==> src/rtl/axi4_lite_slave_regfile.sv <==
// AXI4-Lite subordinate backed by a bank of NUM_REGS 32-bit registers.
// Define AXIL_SLV_ADDR_CHECK_EN to reject addresses above the index range.
module axi4_lite_slave_regfile #(
    parameter int ADDRESS    = 32,
    parameter int DATA_WIDTH = 32,
    parameter int NUM_REGS   = 16
) (
    input  logic                    ACLK,
    input  logic                    ARESETN,
    input  logic [ADDRESS-1:0]      S_AWADDR,
    input  logic                    S_AWVALID,
    output logic                    S_AWREADY,
    input  logic [DATA_WIDTH-1:0]   S_WDATA,
    input  logic [DATA_WIDTH/8-1:0] S_WSTRB,
    input  logic                    S_WVALID,
    output logic                    S_WREADY,
    output logic [1:0]              S_BRESP,
    output logic                    S_BVALID,
    input  logic                    S_BREADY,
    input  logic [ADDRESS-1:0]      S_ARADDR,
    input  logic                    S_ARVALID,
    output logic                    S_ARREADY,
    output logic [DATA_WIDTH-1:0]   S_RDATA,
    output logic [1:0]              S_RRESP,
    output logic                    S_RVALID,
    input  logic                    S_RREADY
);

    localparam int IW = (NUM_REGS > 1) ? $clog2(NUM_REGS) : 1;
    localparam int SW = DATA_WIDTH / 8;

    logic                  aw_held_q, aw_held_d;
    logic                  w_held_q, w_held_d;
    logic [ADDRESS-1:0]    awaddr_q, awaddr_d;
    logic [DATA_WIDTH-1:0] wdata_q, wdata_d;
    logic [SW-1:0]         wstrb_q, wstrb_d;
    logic                  bvalid_q, bvalid_d;
    logic [1:0]            bresp_q, bresp_d;
    logic                  rvalid_q, rvalid_d;
    logic [1:0]            rresp_q, rresp_d;
    logic [DATA_WIDTH-1:0] rdata_q, rdata_d;
    logic [DATA_WIDTH-1:0] regs_q [NUM_REGS];
    logic [DATA_WIDTH-1:0] regs_d [NUM_REGS];

    logic                  aw_hs, w_hs, ar_hs, commit;
    logic [ADDRESS-1:0]    aw_addr;
    logic [DATA_WIDTH-1:0] w_data;
    logic [SW-1:0]         w_strb;
    logic [IW-1:0]         aw_idx, ar_idx;
    logic                  aw_oor, ar_oor;
    logic                  unused_addr_bits;

    // READYs are held low while reset is asserted
    assign S_AWREADY = ARESETN && !aw_held_q && !bvalid_q;
    assign S_WREADY  = ARESETN && !w_held_q && !bvalid_q;
    assign S_ARREADY = ARESETN && !rvalid_q;

    assign aw_hs = S_AWVALID && S_AWREADY;
    assign w_hs  = S_WVALID && S_WREADY;
    assign ar_hs = S_ARVALID && S_ARREADY;

    // a held beat wins over the live bus; the live bus is only used on handshake
    assign aw_addr = aw_held_q ? awaddr_q : S_AWADDR;
    assign w_data  = w_held_q ? wdata_q : S_WDATA;
    assign w_strb  = w_held_q ? wstrb_q : S_WSTRB;
    assign commit  = (aw_held_q || aw_hs) && (w_held_q || w_hs);

    assign aw_idx = aw_addr[IW+1:2];
    assign ar_idx = S_ARADDR[IW+1:2];

`ifdef AXIL_SLV_ADDR_CHECK_EN
    assign aw_oor = |aw_addr[ADDRESS-1:IW+2];
    assign ar_oor = |S_ARADDR[ADDRESS-1:IW+2];
    assign unused_addr_bits = ^{aw_addr[1:0], S_ARADDR[1:0]};
`else
    // upper bits are ignored, so the index aliases across the address space
    assign aw_oor = 1'b0;
    assign ar_oor = 1'b0;
    assign unused_addr_bits = ^{aw_addr[ADDRESS-1:IW+2], aw_addr[1:0],
                                S_ARADDR[ADDRESS-1:IW+2], S_ARADDR[1:0]};
`endif

    // write path: capture AW/W independently, commit once both are present
    always_comb begin
        aw_held_d = aw_held_q;
        w_held_d  = w_held_q;
        awaddr_d  = awaddr_q;
        wdata_d   = wdata_q;
        wstrb_d   = wstrb_q;
        bvalid_d  = bvalid_q;
        bresp_d   = bresp_q;
        regs_d    = regs_q;
        if (bvalid_q && S_BREADY) begin
            bvalid_d = 1'b0;
        end
        if (commit) begin
            aw_held_d = 1'b0;
            w_held_d  = 1'b0;
            bvalid_d  = 1'b1;
            bresp_d   = aw_oor ? 2'b10 : 2'b00;
            if (!aw_oor) begin
                for (int b = 0; b < SW; b++) begin
                    if (w_strb[b]) begin
                        regs_d[aw_idx][8*b +: 8] = w_data[8*b +: 8];
                    end
                end
            end
        end else begin
            if (aw_hs) begin
                aw_held_d = 1'b1;
                awaddr_d  = S_AWADDR;
            end
            if (w_hs) begin
                w_held_d = 1'b1;
                wdata_d  = S_WDATA;
                wstrb_d  = S_WSTRB;
            end
        end
    end

    // read path: the register array is sampled before any same-edge write
    always_comb begin
        rvalid_d = rvalid_q;
        rresp_d  = rresp_q;
        rdata_d  = rdata_q;
        if (ar_hs) begin
            rvalid_d = 1'b1;
            rresp_d  = ar_oor ? 2'b10 : 2'b00;
            rdata_d  = ar_oor ? 32'hDEAD_BEEF : regs_q[ar_idx];
        end else if (rvalid_q && S_RREADY) begin
            rvalid_d = 1'b0;
        end
    end

    // state update with asynchronous clear
    always_ff @(posedge ACLK or negedge ARESETN) begin
        if (!ARESETN) begin
            aw_held_q <= 1'b0;
            w_held_q  <= 1'b0;
            awaddr_q  <= '0;
            wdata_q   <= '0;
            wstrb_q   <= '0;
            bvalid_q  <= 1'b0;
            bresp_q   <= 2'b00;
            rvalid_q  <= 1'b0;
            rresp_q   <= 2'b00;
            rdata_q   <= '0;
            regs_q    <= '{default: '0};
        end else begin
            aw_held_q <= aw_held_d;
            w_held_q  <= w_held_d;
            awaddr_q  <= awaddr_d;
            wdata_q   <= wdata_d;
            wstrb_q   <= wstrb_d;
            bvalid_q  <= bvalid_d;
            bresp_q   <= bresp_d;
            rvalid_q  <= rvalid_d;
            rresp_q   <= rresp_d;
            rdata_q   <= rdata_d;
            regs_q    <= regs_d;
        end
    end

    assign S_BVALID = bvalid_q;
    assign S_BRESP  = bresp_q;
    assign S_RVALID = rvalid_q;
    assign S_RRESP  = rresp_q;
    assign S_RDATA  = rdata_q;

endmodule

==> config.mk <==
export PLATFORM = sky130hd
export DESIGN_NAME = axi4_lite_slave_regfile
export DESIGN_NICKNAME = d
export VERILOG_FILES = /design/src/rtl/axi4_lite_slave_regfile.sv
export SDC_FILE = /design/constraint.sdc
export NUM_CORES = 1
export LEC_CHECK = 0
export ABC_AREA = 1
export CAP_MARGIN = 20
export CORE_MARGIN = 5
export CORE_UTILIZATION = 60
export DETAILED_ROUTE_END_ITERATION = 7
export MAX_ROUTING_LAYER = met4
export PLACE_DENSITY = 0.8
export SYNTH_ARGS = -nofsm -noshare
export SYNTH_HDL_FRONTEND = slang
export SYNTH_SLANG_ARGS = --single-unit
==> constraint.sdc <==
create_clock -name ACLK -period 3.1 [get_ports ACLK]
set_input_delay 0.62 -clock ACLK [delete_from_list [all_inputs] [get_ports ACLK]]
set_output_delay 0.62 -clock ACLK [all_outputs]
set_load 0.05 [all_outputs]
==> summary.txt <==
Power and ir drop
  – Power Internal: 17.3 mW
  – Sw frac: 0.361
  – Logic pwr share: 0.291
  – Clock share of power: 0.257
  – Reg power frac: 0.452
  – Lkg Pwr: 16.9 nW
  – Peak supply drop: 553 uV
  – Power Density: 837 mW/mm2
  – Switching pwr: 9.79 mW

STA
  – Final hold vios: 0
  – Final Worst Setup Slack: 0.173 ns
  – Worst-Margin Slew: 0.969 ns
  – Period utilisation layout: 0.944
  – Skew final: 0.0157 ns
  – Setup_tns: 0 ns
  – Worst hold slack: 0.437 ns
  – Max Clk Rate: 342 MHz
  – Final Critical Period: 2.93 ns
  – Slew Limit Fails: 0
  – # setup viols final: 0
  – Slew HR: 0.354
  – RSZ-0062 raised after global routing: false

GRT
  – Largest net degree at the start of global routing: 145
  – Vias in the first global route: 24700
  – M3 GR Usage: 0.0437
  – Met1 Resource Use GR: 0.437
  – Top Usage Layer GRT: met2
  – GRT Total Usage: 0.322
  – Initial antenna violation count: 1
  – GR Util met2: 0.513
  – Remaining global-route overflow: 0
  – First-pass GRT wire length: 131000 um

Critical path
  – Largest stage delay, worst path: 0.56 ns
  – Cell with the largest stage delay on the worst path: dlygate4sd3_1
  – WP buf/inv: 5
  – Crit start category: primary input
  – Crit end category: flip-flop
  – Critical path data arrival time: 3.49 ns
  – Worst path cell trace: dlygate4sd3_1, buf_8, inv_1, nor3_4, nand2_1, nand2_2, nand3_4, buf_12, nor2_1, buf_4, nand2_1, nand2_1
  – Crit Path Category: primary input to flip-flop
  – Req. time, crit path: 3.66 ns
  – Largest delay share family, worst path: buffers and inverters
  – Crit Path Max Fanout: 98
  – Number of cells on the critical path: 12
  – Worst Reg2Reg Path Length in Cells: 9
  – Critical Path Most Common Cell: nand2_1

Floorplanning
  – Starting Density: 0.608
  – Total I/O pin count: 148
  – Core Box Area: 0.0467 mm2
  – Die H: 227 um
  – Die ar.: 0.0517 mm2
  – Die width: 227 um
  – Standard-cell row count: 79

Routing
  – Via Count: 26200
  – Routed vias/inst: 5.73
  – DRT iter0 DRCs: 3304
  – DR WL/cell: 17.6 um
  – Pre-antenna DRT Iters: 7
  – WL final: 80600 um
  – DRT antenna net count: 0
  – DRC Markers: 0

Final layout
  – Util after Layout: 0.694
  – # diodes: 0
  – Share of cells above drive strength 1: 0.0696
  – Cell Count, Final, Fillers Out: 4572
  – Synth-to-layout area growth: 14.2%
  – Commonest non-fill, non-tap cells in the layout: nand2_1 (1890), dfrtp_1 (587), o21ai_0 (557)
  – Commonest non-fill, non-tap cell in the layout: nand2_1
  – # nets final: 4031

Clock tree
  – CTS tree: yes
  – Clock Path Buffers: 3
  – Cts bufs inserted: 60
  – Clock transition at path regs: 0.06 ns
  – Worst-Skew Late Latency: 0.62 ns
  – CTS H-Tree Depth: 2
  – Root Buffer: clkbuf_16
  – Number of clock sinks: 588

Placement
  – Pre-CTS WS: 0.210 ns
  – Cell Count Post-Placement: 4466
  – GPL Wtd Cong: 0.853
  – Placed wire-length estimate: 48300 um
  – Port bufs: 87

Logic synthesis
  – Register area share after synthesis: 0.519
  – Unique masters post-synth: 20
  – Mean post-synth cell area: 7.33 um2
  – Mapped Cells: 3870
  – Ys async rst share: 1.00
  – Post-synth EDFFs: 0
  – Syn. warnings: 0
  – Post-synthesis cell area: 0.0283 mm2
  – Flops & latches, synth: 588
  – Top_reg_cell synth: dfrtp_1

Hold path
  – Worst min-delay path class: primary input to asynchronous set/reset pin

Job
  – Max cap viols: 0

Status
  – Status: finished, final reports clean
-- state kept, by name, summed over array words and instances (netlist names) --
name	count
awaddr_q	4
S_BVALID	1
S_RVALID	1
S_RDATA	32
wstrb_q	4
w_held_q	1
regs_q	512
wdata_q	32
aw_held_q	1
-- path summary, 6_finish.rpt --
| path | from | endpoint | slack, ns |
|---|---|---|---|
| max in group asynchronous | ARESETN | regs_q[224]$_DFFE_PN0P_ | 0.82 |
| min | ARESETN | regs_q[258]$_DFFE_PN0P_ | 0.44 |
| min in group ACLK | S_RDATA[23]$_DFFE_PN0P_ | S_RDATA[23]$_DFFE_PN0P_ | 0.47 |
| max reg2reg | w_held_q$_DFFE_PN0P_ | regs_q[95]$_DFFE_PN0P_ | 0.60 |
| max | ARESETN | regs_q[73]$_DFFE_PN0P_ | 0.17 |
| min reg2reg | S_RDATA[23]$_DFFE_PN0P_ | S_RDATA[23]$_DFFE_PN0P_ | 0.47 |
-- repair_timing --
item,in CTS,in global routing
endpoints found under the setup margin,0,1
buffers inserted,0,0
gates resized for setup,0,1
endpoints found under the hold margin,16,0
hold buffers,1,0
-- power groups by stage --
stage	clock [mW]	combinational (mW)	sequential [mW]
floorplan	0	5.02	12.3
global placement	0	7.50	12.2
detailed placement	0	7.76	12.3
CTS	7.03	7.82	12.2
global route	7.36	8.92	12.6
finish	6.98	7.89	12.2
-- synth_stat cells (4+ instances only) --
cell      instances  area share
o21ai_0         557       0.098
buf_1            20      0.0026
nand3_2           4      0.0014
nand3_1         386       0.068
clkbuf_1        228       0.030
o21ai_1          36      0.0064
dfrtp_1         588        0.52
buf_4             4      0.0011
buf_2            18      0.0032
nand2_1        1891        0.25
inv_1            55      0.0073
nor2_1           75      0.0099
-- per-layer routing --
| layer | up-vias | routed length [um] |
|---|---|---|
| met5 | - | 0 |
| met4 | 0 | 1870 |
| met3 | 162 | 6190 |
| met2 | 1122 | 38900 |
| met1 | 12400 | 33600 |
| li1 | 12500 | - |
-- layout make-up --
type	count	area, um2
clock inverters	7	60.1
repair buffers	260	2400
clock buffers	96	1810
fillers	3811	14300
flip-flops and latches	588	14700
well taps	607	759
multi-input cells	2958	12400
inverters	56	220
-- cells by family after synthesis --
group	after synthesis	synth area share
and+or+nand+nor	2360	0.331
buffers and inverters	327	0.0449
DFF	588	0.519
other	1	0.000132
AOI/OAI and AO/OA	594	0.105
-- metrics by stage --
step	area (um2)	total power, mW
6_report	32400	27.1
5_1_grt	32400	28.8
4_1_cts	32400	27.0
3_5_place_dp	30500	20.1
3_3_place_gp	30500	19.7
2_1_floorplan	28400	17.3
Power figures use the tool's default switching activity.
